**src/rtl/mem_port_arbiter_pkg.sv**
```systemverilog
// Shared encodings for the memory port arbiter: FSM states and requester ids.
// Optional round-robin arbitration is enabled with the MEM_ARB_RR_EN macro.
package mem_port_arbiter_pkg;

    typedef enum logic [1:0] {
        ST_IDLE  = 2'b00,
        ST_ISSUE = 2'b01,
        ST_WAIT  = 2'b10,
        ST_RESP  = 2'b11
    } arb_state_e;

    localparam logic REQ_F = 1'b0;
    localparam logic REQ_D = 1'b1;

    // One-hot per-port strobe vector: bit 1 = D, bit 0 = F.
    function automatic logic [1:0] id_vec(input logic id);
        return {(id == REQ_D), (id == REQ_F)};
    endfunction

endpackage

```
**src/rtl/mem_arb_pick.sv**
```systemverilog
// Combinational winner selection between the fetch (F) and load/store (D) ports.
// MEM_ARB_RR_EN selects round-robin on ties; otherwise D has fixed priority.
module mem_arb_pick
    import mem_port_arbiter_pkg::*;
(
    input  logic f_req,
    input  logic d_req,
    input  logic last_gnt,
    output logic any_req,
    output logic win_id
);

`ifndef MEM_ARB_RR_EN
    logic unused_last_gnt_s;
    assign unused_last_gnt_s = last_gnt;
`endif

    // Winner selection; a lone requester always wins.
    always_comb begin
        any_req = f_req | d_req;
        win_id  = REQ_F;
`ifdef MEM_ARB_RR_EN
        if (f_req && d_req) begin
            win_id = (last_gnt == REQ_D) ? REQ_F : REQ_D;
        end else if (d_req) begin
            win_id = REQ_D;
        end else begin
            win_id = REQ_F;
        end
`else
        if (d_req) begin
            win_id = REQ_D;
        end else begin
            win_id = REQ_F;
        end
`endif
    end

endmodule

```
**src/rtl/mem_port_arbiter.sv**
```systemverilog
// Single-outstanding arbiter sharing one memory port between fetch (F) and load/store (D).
// Define MEM_ARB_RR_EN for round-robin arbitration; default is fixed D-over-F priority.
module mem_port_arbiter
    import mem_port_arbiter_pkg::*;
#(
    parameter int ADDR_W  = 16,
    parameter int DATA_W  = 16,
    parameter int MEM_LAT = 2
) (
    input  logic              clk,
    input  logic              reset,
    input  logic              f_req,
    input  logic [ADDR_W-1:0] f_addr,
    output logic              f_gnt,
    output logic              f_valid,
    output logic [DATA_W-1:0] f_rdata,
    input  logic              d_req,
    input  logic              d_we,
    input  logic [ADDR_W-1:0] d_addr,
    input  logic [DATA_W-1:0] d_wdata,
    output logic              d_gnt,
    output logic              d_valid,
    output logic [DATA_W-1:0] d_rdata,
    output logic [ADDR_W-1:0] mem_addr,
    output logic [DATA_W-1:0] mem_wdata,
    output logic              mem_read,
    output logic              mem_write,
    input  logic [DATA_W-1:0] mem_rdata,
    output logic              busy
);

    localparam int CNT_W = $clog2(MEM_LAT + 1);

    arb_state_e        state_r, state_n;
    logic [CNT_W-1:0]  cnt_r, cnt_n;
    logic              id_r, id_n;
    logic              we_r, we_n;
    logic [ADDR_W-1:0] addr_n;
    logic [DATA_W-1:0] wdata_n;
    logic [1:0]        gnt_n;
    logic [1:0]        valid_n;
    logic              rd_n, wr_n;
    logic [DATA_W-1:0] f_rdata_n, d_rdata_n;
    logic              any_req_s, win_id_s, last_gnt_s;

`ifdef MEM_ARB_RR_EN
    logic last_gnt_r;

    // Remember which port was granted most recently; resets to D so F wins the first tie.
    always_ff @(posedge clk) begin
        if (reset) begin
            last_gnt_r <= REQ_D;
        end else if (state_r == ST_ISSUE) begin
            last_gnt_r <= id_r;
        end else begin
            last_gnt_r <= last_gnt_r;
        end
    end

    assign last_gnt_s = last_gnt_r;
`else
    assign last_gnt_s = REQ_D;
`endif

    mem_arb_pick u_pick (
        .f_req    (f_req),
        .d_req    (d_req),
        .last_gnt (last_gnt_s),
        .any_req  (any_req_s),
        .win_id   (win_id_s)
    );

    // Next-state and next-output logic; every output is registered from these values.
    always_comb begin
        state_n   = state_r;
        cnt_n     = cnt_r;
        id_n      = id_r;
        we_n      = we_r;
        addr_n    = mem_addr;
        wdata_n   = mem_wdata;
        gnt_n     = 2'b00;
        valid_n   = 2'b00;
        rd_n      = 1'b0;
        wr_n      = 1'b0;
        f_rdata_n = {DATA_W{1'b0}};
        d_rdata_n = {DATA_W{1'b0}};
        case (state_r)
            ST_IDLE: begin
                if (any_req_s) begin
                    state_n = ST_ISSUE;
                    id_n    = win_id_s;
                    if (win_id_s == REQ_D) begin
                        we_n    = d_we;
                        addr_n  = d_addr;
                        wdata_n = d_wdata;
                    end else begin
                        we_n    = 1'b0;
                        addr_n  = f_addr;
                        wdata_n = {DATA_W{1'b0}};
                    end
                    gnt_n = id_vec(win_id_s);
                    rd_n  = ~we_n;
                    wr_n  = we_n;
                end else begin
                    state_n = ST_IDLE;
                end
            end
            ST_ISSUE: begin
                cnt_n   = CNT_W'(MEM_LAT);
                state_n = ST_WAIT;
            end
            ST_WAIT: begin
                cnt_n = cnt_r - CNT_W'(1);
                // Last wait cycle: capture the read word (writes complete with zero).
                if (cnt_r == CNT_W'(1)) begin
                    state_n = ST_RESP;
                    valid_n = id_vec(id_r);
                    if (!we_r && (id_r == REQ_D)) begin
                        d_rdata_n = mem_rdata;
                    end else if (!we_r) begin
                        f_rdata_n = mem_rdata;
                    end else begin
                        d_rdata_n = {DATA_W{1'b0}};
                    end
                end else begin
                    state_n = ST_WAIT;
                end
            end
            ST_RESP: begin
                state_n = ST_IDLE;
            end
            default: begin
                state_n = ST_IDLE;
            end
        endcase
    end

    // State, capture and output registers with synchronous reset.
    always_ff @(posedge clk) begin
        if (reset) begin
            state_r   <= ST_IDLE;
            cnt_r     <= {CNT_W{1'b0}};
            id_r      <= REQ_F;
            we_r      <= 1'b0;
            mem_addr  <= {ADDR_W{1'b0}};
            mem_wdata <= {DATA_W{1'b0}};
            f_gnt     <= 1'b0;
            d_gnt     <= 1'b0;
            mem_read  <= 1'b0;
            mem_write <= 1'b0;
            f_valid   <= 1'b0;
            d_valid   <= 1'b0;
            f_rdata   <= {DATA_W{1'b0}};
            d_rdata   <= {DATA_W{1'b0}};
            busy      <= 1'b0;
        end else begin
            state_r   <= state_n;
            cnt_r     <= cnt_n;
            id_r      <= id_n;
            we_r      <= we_n;
            mem_addr  <= addr_n;
            mem_wdata <= wdata_n;
            f_gnt     <= gnt_n[0];
            d_gnt     <= gnt_n[1];
            mem_read  <= rd_n;
            mem_write <= wr_n;
            f_valid   <= valid_n[0];
            d_valid   <= valid_n[1];
            f_rdata   <= f_rdata_n;
            d_rdata   <= d_rdata_n;
            busy      <= (state_n != ST_IDLE);
        end
    end

endmodule
```
**config.mk**
```make
export PLATFORM = sky130hd
export DESIGN_NAME = mem_port_arbiter
export DESIGN_NICKNAME = d
export VERILOG_FILES = /design/src/rtl/mem_port_arbiter_pkg.sv /design/src/rtl/mem_arb_pick.sv /design/src/rtl/mem_port_arbiter.sv
export SDC_FILE = /design/constraint.sdc
export NUM_CORES = 1
export LEC_CHECK = 0
export BUFFER_PORTS_ARGS = -buffer_cell sky130_fd_sc_hd__buf_2
export CORE_MARGIN = 2
export CORE_UTILIZATION = 40
export DETAILED_ROUTE_END_ITERATION = 6
export PLACE_DENSITY = 0.74
export SLEW_MARGIN = 10
export SYNTH_ARGS = -nofsm -noshare
export SYNTH_HDL_FRONTEND = slang
export SYNTH_SLANG_ARGS = --single-unit
```
**constraint.sdc**
```tcl
create_clock -name clk -period 1.3 [get_ports clk]
set_input_delay 0.13 -clock clk [delete_from_list [all_inputs] [get_ports clk]]
set_output_delay 0.13 -clock clk [all_outputs]
set_load 0.01 [all_outputs]
```
==> implementation parameters, run 1 <==
Parameter                              Value

Status
  Status ... complete, no violations

Setup path
  Slowest stage cell on the critical path ... sky130_fd_sc_hd__dfxtp_1
  Crit path buffers/inverters ... 2
  Maximum net fanout on the critical path ... 18
  Maximum single-stage delay on the critical path ... 0.32 ns
  Worst-path cell chain ... inv_1, ha_2, nand2b_1, buf_12, o32ai_1
  Type of the worst setup path ... flop to flop
  Data arrival time of the worst path ... ~1.5 ns
  Critical path startpoint category ... flop
  Crit path capture type ... flop
  Total stage count of the critical path ... 5
  Worst reg-to-reg path cell count ... 5
  Required time reported for the critical path endpoint ... 1.54 ns
  Family with the most delay on the worst path ... flip-flops

Route
  DRC violation count after routing ... 0
  Detailed-route vias per instance ... ~4.8
  Number of vias after detailed routing ... 2363
  Violation count after the first detailed-routing iteration ... 61
  Post-detailed-route wirelength per cell ... roughly 13 microns
  Pre-Repair DR Iteration Count ... 4
  Aggregate routed wire length ... approximately 6300 microns
  Antenna-violating nets left ... 0

Global routing
  Leftover overflow at the end of global routing ... 0
  Overall Global Routing Usage ... 0.170
  Met2 usage in global routing ... 0.280
  Maximum number of pins on one net before global-route repair ... 19
  Met3 global-route usage ... 0.0455
  Number of global-route vias before repair ... approximately 2200
  Antenna violations before repair ... 0
  First-pass GRT wire length ... around 10000 microns
  Routing layer with the top usage in global route ... met2
  Fraction of met1 tracks used by global routing ... 0.209

Placed design
  HPWL after detailed placement ... approximately 4300 microns
  Last weighted congestion value of the routability-driven placer ... 0.732
  Number of buffers added on ports ... 139
  Pre-CTS WS ... -0.198 ns

STA
  Final hold violations ... 0
  Worst Max-Slew Pin Slew ... about 0.55 ns
  Worst setup slack after layout ... 0.0366 ns
  Skew final ... approximately 0.011 ns
  Unrepaired setup endpoints after global routing ... yes
  Worst slew margin relative to its limit ... 0.633
  Setup violation total in the final timing report ... 0
  Shortest clock period the worst path allows after layout ... 1.26 ns
  Share of the cycle needed by the critical path after routing ... 0.972
  Worst hold margin ... roughly 0.026 ns
  Achievable frequency ... just under 800 MHz
  Final-report max-slew violation count ... 0

Final layout
  Final standard cell utilization of the core ... 0.591
  Fraction of final layout cells with drive strength greater than 1 ... 0.447
  Final antenna diode count ... 0
  Final-stage net count ... ~480
  Area growth from synthesis to layout ... 44.2%
  Fill cell count ... a little under 600
  Most used cells in the layout excluding fill and tap cells ... 139 x sky130_fd_sc_hd__buf_2, 77 x sky130_fd_sc_hd__dfxtp_1, 35 x sky130_fd_sc_hd__nand2b_1
  Most common cell after layout, fill and taps aside ... sky130_fd_sc_hd__buf_2

Clock tree
  Clock Tree Buf Depth ... 2
  CTS Root Cell ... sky130_fd_sc_hd__clkbuf_8
  CTS tree ... yes
  Clock sink count ... between 70 and 80
  Total clock buffers created by CTS ... 9
  Clock latency at the later pin of the worst-skew pair ... roughly 0.34 ns
  Clock-pin slew on the worst setup and hold paths ... around 0.09 ns
  Setup bufs post-CTS ... 0
  CTS H-tree lvls ... 3

Min path
  Class of the most critical hold timing path ... input port to flop
  Hold path cells ... 3

Synth
  Post-synthesis sequential area ratio ... 0.560
  Syn nets ... ~320
  Seq cells post-synth ... 77
  Leading area contributor after synthesis ... sky130_fd_sc_hd__dfxtp_1
  Top cell type's share of synthesized area ... 0.560
  Main combinational cell family by area after synthesis ... compound AO/OA/AOI/OAI gates
  Simple-gate portion of the synthesized area ... 0.155
  Synth Area in Adders ... 0.0182
  Post-synth cell types ... 30
  Count of flip-flops with a built-in enable after synthesis ... 0
  Main area contributors after synthesis ... sky130_fd_sc_hd__dfxtp_1 56%, sky130_fd_sc_hd__nand2b_1 8.0%, sky130_fd_sc_hd__a32o_1 5.8%
  Share of the synthesized area in compound gates (AO/OA/AOI/OAI) ... 0.156
  Average instance area after synthesis ... ~11 sq um
  Count of synthesis-stage warnings from yosys ... 0
  Share of cell area taken by muxes after synthesis ... 0.0582
  Fraction of registers with async set/reset ... 0
  Synth Instances ... approximately 240
  Parity-gate share of the synthesized area counting xor and xnor cells ... 0
  Most used flip-flop cell after synthesis ... sky130_fd_sc_hd__dfxtp_1
  Post-synth design cell area ... ~0.0028 sq mm

Power and ir drop
  Max IR drop VDD ... 0.658 mV
  Lkg Pwr ... ~1.9 nW
  Total design power ... between 5 and 6 mW
  Power density over cell area ... approximately 1300 mW/mm^2

Floorplan
  Number of rows created at floorplan ... 30
  Total die area ... 0.00756 sq mm
  I/O pin total ... 140
  Total core area ... 0.00672 sq mm
  Effective utilization at floorplan ... 0.410
  Width of the die ... approximately 87 microns
  Chip Height ... 87.0 microns

Flow run
  Max cap viols ... 0
[final cells by class]
cell class	instances	area [sq um]	share of cell area
clock buffers	9	124	0.0312
clock inverters	7	83.8	0.0211
flip-flops and latches	77	1540	0.388
well taps	80	100	0.0252
multi-input cells	140	1070	0.271
inverters	8	30.0	0.00756
repair buffers	168	1020	0.256
[worst register-to-register path: cells and delay by family, from the launching register on]
kind	cells	cell delay, ns
flip-flops	1	0.32
adder cells (fa/ha/maj)	1	0.24
buffers and inverters	2	0.25
AO/OA/AOI/OAI	1	0.26
AND/OR/NAND/NOR	1	0.11
[path summary, 6_finish.rpt]
kind | from | slack, ns | endpoint
setup / recovery | state_r[1] | 0.04 | mem_addr[13]
setup reg to reg | state_r[1] | 0.04 | mem_addr[13]
hold / removal | mem_rdata[2] | 0.03 | f_rdata[2]
hold reg to reg | mem_addr[0] | 0.49 | mem_addr[0]
[layer usage]
metal | vias up | wire length, microns
li1 | 1173 | -
met1 | 1075 | 2710
met2 | 104 | 3030
met3 | 11 | 468
met4 | 0 | 90
met5 | - | 0
[through the flow]
stage	TNS [ns]	instances	cell area, sq um
after floorplan	0	242	2760
after global placement	-2.35	457	3600
after detailed placement	-3.20	457	3600
after CTS	0	489	3970
after global routing	-0.643	489	3970
final	0	489	3970
[kinds of logic (layout without fill, tap and decap cells)]
group,count (synthesis),after routing
and+or+nand+nor,79,79
DFF,77,77
AOI/OAI and AO/OA,41,41
buffers and inverters,25,192
muxes,16,16
adders and majority gates,4,4
[flip-flops by register name, indices dropped and copies added (netlist names), 2 cells and up]
| register | cells |
|---|---|
| state_r | 2 |
| f_rdata | 16 |
| cnt_r | 2 |
| mem_wdata | 16 |
| mem_addr | 16 |
| d_rdata | 16 |
[where the power goes]
group          switching [mW]  internal, mW
logic                   0.465         0.479
clock network           0.896         0.916
registers              0.0734          2.50
[repair_timing]
action                     in CTS  in global routing
setup endpoints to repair      18                 36
cloned                          0                  0
hold buffers                   16                  0
hold endpoints to repair       16                  0
gates resized for setup         1                  1
pin swaps                       0                  1
[synthesized netlist by cell type, types with 2 or more instances]
cell type,n
sky130_fd_sc_hd__a32o_1,16
sky130_fd_sc_hd__nand2_1,2
sky130_fd_sc_hd__nor2_1,33
sky130_fd_sc_hd__dfxtp_1,77
sky130_fd_sc_hd__o32ai_2,8
sky130_fd_sc_hd__a21oi_1,2
sky130_fd_sc_hd__ha_1,4
sky130_fd_sc_hd__o21ai_1,2
sky130_fd_sc_hd__clkbuf_1,3
sky130_fd_sc_hd__buf_6,3
sky130_fd_sc_hd__nand2b_1,35
sky130_fd_sc_hd__buf_2,6
sky130_fd_sc_hd__mux2i_1,16
sky130_fd_sc_hd__o32ai_1,8
sky130_fd_sc_hd__inv_2,2
sky130_fd_sc_hd__inv_1,6
sky130_fd_sc_hd__buf_4,5
sky130_fd_sc_hd__nand3b_1,2
Note: power is estimated with default switching activity, not from simulation.
==> run 2, diff against run 1 <==
--- a/config.mk
+++ b/config.mk
@@ -13,4 +13,5 @@
 export SLEW_MARGIN = 10
 export SYNTH_ARGS = -nofsm -noshare
 export SYNTH_HDL_FRONTEND = slang
+export SYNTH_HIERARCHICAL = 1
 export SYNTH_SLANG_ARGS = --single-unit
==> run 2 against run 1 <==
Against the previous run: register-to-register slack improved by 0.05 ns; largest cell class unchanged; die area is 1.3% lower; synthesized cell count rose by 1.2%; non-clock buffer count down 4; sequential share of layout area is 0.17 points higher; clock power rose by 6%; sequential cell count stayed put; routed wire length up 3.3%; sequential power is essentially flat; critical path type unchanged; total power increased by 4.8%.
==> implementation parameters, run 2 <==
Parameter                              Value

Route
  Violation count after the first detailed-routing iteration ... 44
  Pre-Repair DR Iteration Count ... 4
  Post-detailed-route wirelength per cell ... around 13 microns
  Number of vias after detailed routing ... around 2300
  DRC violation count after routing ... 0
  Aggregate routed wire length ... roughly 6500 microns
  Antenna-violating nets left ... 0
  Detailed-route vias per instance ... roughly 4.8

Global routing
  Overall Global Routing Usage ... 0.163
  Maximum number of pins on one net before global-route repair ... 19
  Leftover overflow at the end of global routing ... 0
  Antenna violations before repair ... 0
  First-pass GRT wire length ... between 9000 and 10000 microns
  Number of global-route vias before repair ... about 2200

Placed design
  Number of buffers added on ports ... about 140
  HPWL after detailed placement ... approximately 4300 microns
  Inst Count DP ... between 400 and 500
  Last weighted congestion value of the routability-driven placer ... 0.726
  Cell Area, Placed ... about 0.0035 sq mm

Synth
  Syn nets ... 318
  Count of synthesis-stage warnings from yosys ... 6
  Synth Instances ... 245
  Average instance area after synthesis ... about 11 sq um
  Post-synth design cell area ... about 0.0027 sq mm

Setup path
  Data arrival time of the worst path ... about 1.5 ns
  Critical path startpoint category ... flop
  Family with the most delay on the worst path ... buffers and inverters
  Crit path buffers/inverters ... 3
  FF-to-FF setup slack ... between 0.08 and 0.09 ns
  Required time reported for the critical path endpoint ... between 1.5 and 2 ns
  Maximum single-stage delay on the critical path ... slightly above 0.3 ns
  Crit path capture type ... flop
  Maximum net fanout on the critical path ... 8
  Type of the worst setup path ... flop to flop
  Worst-path cell chain ... inv_2, buf_4, ha_4, nand4bb_4, clkbuf_16, nor2_1
  Slowest stage cell on the critical path ... sky130_fd_sc_hd__dfxtp_1

Final layout
  Multi-input gate area in the final layout ... ~0.0011 sq mm
  Final design instance area without fill ... just under 0.004 sq mm
  FF/Latch Area ... 0.00154 sq mm
  Fill cell count ... just under 600
  Fraction of final layout cells with drive strength greater than 1 ... 0.493
  Final-stage net count ... between 400 and 500
  Most used cells in the layout excluding fill and tap cells ... 139 x sky130_fd_sc_hd__buf_2, 76 x sky130_fd_sc_hd__dfxtp_1, 33 x sky130_fd_sc_hd__nor2_1
  Post-layout instance count excluding filler cells ... between 400 and 500
  Most common cell after layout, fill and taps aside ... sky130_fd_sc_hd__buf_2
  Final antenna diode count ... 0
  Area growth from synthesis to layout ... 45.7%

Status
  Status ... complete, no violations

STA
  Share of the cycle needed by the critical path after routing ... 0.936
  Unrepaired setup endpoints after global routing ... no
  Worst slew margin relative to its limit ... 0.847
  Final TNS setup ... 0 ns
  Achievable frequency ... a little over 800 MHz
  Setup violation total in the final timing report ... 0
  Final hold violations ... 0
  Skew final ... roughly 0.0069 ns
  Worst Max-Slew Pin Slew ... approximately 0.22 ns
  Shortest clock period the worst path allows after layout ... approximately 1.2 ns
  Final-report max-slew violation count ... 0
  Worst hold margin ... between 0.015 and 0.02 ns

Clock tree
  Clock-pin slew on the worst setup and hold paths ... 0.08 ns
  CTS H-tree lvls ... 3
  Total clock buffers created by CTS ... 9
  Clock sink count ... between 70 and 80
  CTS tree ... yes
  Clock Tree Buf Depth ... 2
  CTS Root Cell ... sky130_fd_sc_hd__clkbuf_8
  Clock latency at the later pin of the worst-skew pair ... roughly 0.33 ns

Power and ir drop
  Comb power frac ... 0.192
  Switching Power ... 1.46 mW
  Lkg Pwr ... between 1.5 and 2 nW
  Internal power consumption ... between 4 and 5 mW
  Switching share of total power ... 0.260
  Part of the total power dissipated in the clock network ... 0.344
  Max IR drop VDD ... around 0.60 mV
  Proportion of power drawn by flip-flops and latches ... 0.464
  Power density over cell area ... approximately 1400 mW/mm^2

Floorplan
  Effective utilization at floorplan ... 0.406
  Width of the die ... ~86 microns
  Chip Height ... 86.4 microns
  I/O pin total ... 140
  Number of rows created at floorplan ... 30
  Total die area ... between 0.007 and 0.008 sq mm
  Total core area ... ~0.0067 sq mm

Flow run
  Max cap viols ... 0

Min path
  Class of the most critical hold timing path ... input port to flop
run 2: final cells by class:
type | count | area share
Clock inverter | 6 | 0.0221
Inverter | 6 | 0.00569
Multi-Input combinational cell | 143 | 0.278
Timing Repair Buffer | 164 | 0.247
Sequential cell | 77 | 0.390
Tap cell | 80 | 0.0253
Clock buffer | 10 | 0.0323
run 2: worst paths after layout:
check	startpoint	end	depth (start not counted)
worst max-delay path	state_r[0]	f_rdata[7]	6
worst min-delay path	d_wdata[15]	mem_wdata[15]	2
worst max register to register	state_r[0]	f_rdata[7]	6
worst min register to register	mem_wdata[0]	mem_wdata[0]	1
run 2: power groups by stage:
stage          clock [mW]  sequential [mW]  combinational, mW
2_1_floorplan           0             2.70              0.514
3_3_place_gp            0             2.64              0.914
3_5_place_dp            0             2.63              0.939
4_1_cts              1.97             2.58              0.990
5_1_grt              2.09             2.61               1.18
6_report             1.92             2.59               1.07
run 2: metrics by stage:
step           setup WS (ns)  power, mW  utilization
2_1_floorplan         0.0124       3.21            -
3_5_place_dp          -0.159       3.57        0.526
3_3_place_gp          -0.123       3.55        0.526
6_report              0.0835       5.59        0.592
4_1_cts             -0.00927       5.55        0.575
5_1_grt              0.00937       5.87        0.592
run 2: timing repair:
action | in CTS | in global routing
hold endpoints to repair | 8 | 0
setup buffers | 0 | 1
cloned | 0 | 3
setup endpoints to repair | 29 | 64
pin swaps | 0 | 2
hold buffers | 8 | 0
gates resized for setup | 8 | 11
run 2: routing by layer:
layer,part of all wire,routed length (microns),global-route usage,up-vias
li1,-,-,-,1155
met5,0,0,0,-
met3,0.069,448,0.0476,9
met1,0.43,2800,0.188,1066
met2,0.49,3180,0.280,94
met4,0.012,79,0.0710,0
==> run 3, diff against run 2 <==
--- a/config.mk
+++ b/config.mk
@@ -5,7 +5,7 @@
 export SDC_FILE = /design/constraint.sdc
 export NUM_CORES = 1
 export LEC_CHECK = 0
-export BUFFER_PORTS_ARGS = -buffer_cell sky130_fd_sc_hd__buf_2
+export BUFFER_PORTS_ARGS = -buffer_cell sky130_fd_sc_hd__buf_4
 export CORE_MARGIN = 2
 export CORE_UTILIZATION = 40
 export DETAILED_ROUTE_END_ITERATION = 6
==> constraint.sdc (replaced) <==
create_clock -name clk -period 1.3 [get_ports clk]
set_input_delay 0.13 -clock clk [delete_from_list [all_inputs] [get_ports clk]]
set_output_delay 0.13 -clock clk [all_outputs]
set_load 0.02 [all_outputs]
==> run 3 against run 2 <==
Against the previous run: largest cell class unchanged; die area did not move; register-to-register slack got worse by 0.04 ns; largest power group unchanged; final area rose by 10%; critical endpoint is now mem_addr[12]; via count rose by 1.9%.
==> implementation parameters, run 3 (synthesized netlist as in run 2, its figures left out) <==
Parameter                              Value

Status
  Status ... complete, no violations

STA
  Worst setup slack after layout ... 0.0425 ns
  Worst slew margin relative to its limit ... 0.796
  Worst Max-Slew Pin Slew ... approximately 0.3 ns
  Skew final ... 0.00626 ns
  Unrepaired setup endpoints after global routing ... yes
  Setup violation total in the final timing report ... 0
  Achievable frequency ... around 800 MHz
  Share of the cycle needed by the critical path after routing ... 0.967
  Final hold violations ... 0
  Shortest clock period the worst path allows after layout ... between 1 and 1.5 ns
  Final-report max-slew violation count ... 0

Final layout
  Most common cell after layout, fill and taps aside ... sky130_fd_sc_hd__buf_4
  Final standard cell utilization of the core ... 0.651
  Fraction of final layout cells with drive strength greater than 1 ... 0.476
  Final antenna diode count ... 0
  Fill cell count ... about 530
  Area growth from synthesis to layout ... 60.3%
  Most used cells in the layout excluding fill and tap cells ... 150 x sky130_fd_sc_hd__buf_4, 76 x sky130_fd_sc_hd__dfxtp_1, 33 x sky130_fd_sc_hd__nor2_1
  Final design instance area without fill ... roughly 0.0044 sq mm
  Final-stage net count ... roughly 480

Floorplan
  Total core area ... 0.00668 sq mm
  Chip Height ... 86.4 microns
  Width of the die ... between 80 and 90 microns
  Number of rows created at floorplan ... 30
  Total die area ... 0.00746 sq mm
  Effective utilization at floorplan ... 0.406
  I/O pin total ... between 100 and 150

Route
  Post-detailed-route wirelength per cell ... roughly 14 microns
  DRC violation count after routing ... 0
  Violation count after the first detailed-routing iteration ... between 90 and 100
  Routed length on met3 ... 481 microns
  Antenna-violating nets left ... 0
  Aggregate routed wire length ... between 6000 and 7000 microns
  Pre-Repair DR Iteration Count ... 4
  Detailed-route vias per instance ... a little under 5
  Routed length on met2 ... 3400 microns
  Routed length on met1 ... roughly 2700 microns
  Number of vias after detailed routing ... around 2400
  Top Layer Used ... met4

Clock tree
  CTS tree ... yes
  Clock Tree Buf Depth ... 2
  Total clock buffers created by CTS ... 9
  CTS H-tree lvls ... 3
  Clock latency at the later pin of the worst-skew pair ... 0.34 ns
  Clock sink count ... between 70 and 80
  Clock-pin slew on the worst setup and hold paths ... 0.07 ns
  CTS Root Cell ... sky130_fd_sc_hd__clkbuf_8

Setup path
  Crit path capture type ... flop
  Type of the worst setup path ... flop to flop
  Slowest stage cell on the critical path ... sky130_fd_sc_hd__dfxtp_2
  Data arrival time of the worst path ... approximately 1.5 ns
  Worst-path cell chain ... inv_2, ha_4, buf_6, and2_4, buf_12, a211oi_2
  Maximum single-stage delay on the critical path ... ~0.34 ns
  Critical path startpoint category ... flop
  Required time reported for the critical path endpoint ... between 1.5 and 2 ns
  Maximum net fanout on the critical path ... 16

Global routing
  Maximum number of pins on one net before global-route repair ... 20
  Leftover overflow at the end of global routing ... 0
  Overall Global Routing Usage ... 0.171
  Antenna violations before repair ... 0
  Number of global-route vias before repair ... about 2200
  First-pass GRT wire length ... around 10000 microns

Placed design
  Pre-CTS WS ... -0.184 ns
  Cell Area, Placed ... 0.00386 sq mm
  Number of buffers added on ports ... 139
  HPWL after detailed placement ... around 4600 microns
  Last weighted congestion value of the routability-driven placer ... ~0.74

Power and ir drop
  Max IR drop VDD ... between 0.7 and 0.8 mV
  Power density over cell area ... approximately 1400 mW/mm^2
  Lkg Pwr ... approximately 2.1 nW

Flow run
  Max cap viols ... 0

Min path
  Class of the most critical hold timing path ... input port to flop
## run 3: timing repair
item / CTS / global route
hold endpoints to repair: 13 / 0
endpoints found under the setup margin: 34 / 56
cloned: 0 / 1
pin swaps: 0 / 1
setup buffers: 0 / 2
hold buffers: 13 / 0
resized for setup: 5 / 10
## run 3: power by group
group | leakage [nW] | switching [mW] | internal [mW] | total (mW)
clock network | 0.120 | 0.843 | 1.34 | 2.18
registers | 0.628 | 0.0817 | 2.51 | 2.59
logic | 1.33 | 0.610 | 0.649 | 1.26
## run 3: critical path, delay by kind of cell, from the launching register on
| family | cells | cell delay [ns] |
|---|---|---|
| AOI/OAI and AO/OA | 1 | 0.22 |
| adders and majority gates | 1 | 0.15 |
| buffers and inverters | 3 | 0.33 |
| DFF | 1 | 0.34 |
| and+or+nand+nor | 1 | 0.14 |
## run 3: layout make-up
class / instances / area, sq um / share of cell area
multi-input cells: 142 / 1070 / 0.245
repair buffers: 169 / 1370 / 0.315
inverters: 6 / 22.5 / 0.00517
flip-flops and latches: 77 / 1540 / 0.354
clock inverters: 5 / 106 / 0.0244
clock buffers: 11 / 141 / 0.0325
well taps: 80 / 100 / 0.0230
## run 3: worst paths after layout
kind	cells after the start	start	end	slack, ns
worst max-delay path	6	state_r[1]	mem_addr[12]	0.04
worst min-delay path	2	d_wdata[15]	mem_wdata[15]	0.02
worst max register to register	6	state_r[1]	mem_addr[12]	0.04
worst min register to register	1	mem_wdata[2]	mem_wdata[2]	0.48
## run 3: per-layer routing
layer  vias up  global-route usage
li1       1171                   -
met1      1100               0.196
met2        90               0.296
met3         8              0.0476
met4         0              0.0767
met5         -                   0
## run 3: metrics by stage
step           setup TNS [ns]  total power [mW]  std cells  hold slack [ns]
5_1_grt               -0.0521              6.30        490           0.0159
6_report                    0              6.03        490           0.0178
4_1_cts                     0              6.03        487         0.000236
3_5_place_dp            -3.02              3.80        458            0.349
2_1_floorplan               0              3.31        245            0.263
3_3_place_gp            -1.98              3.78        458            0.346
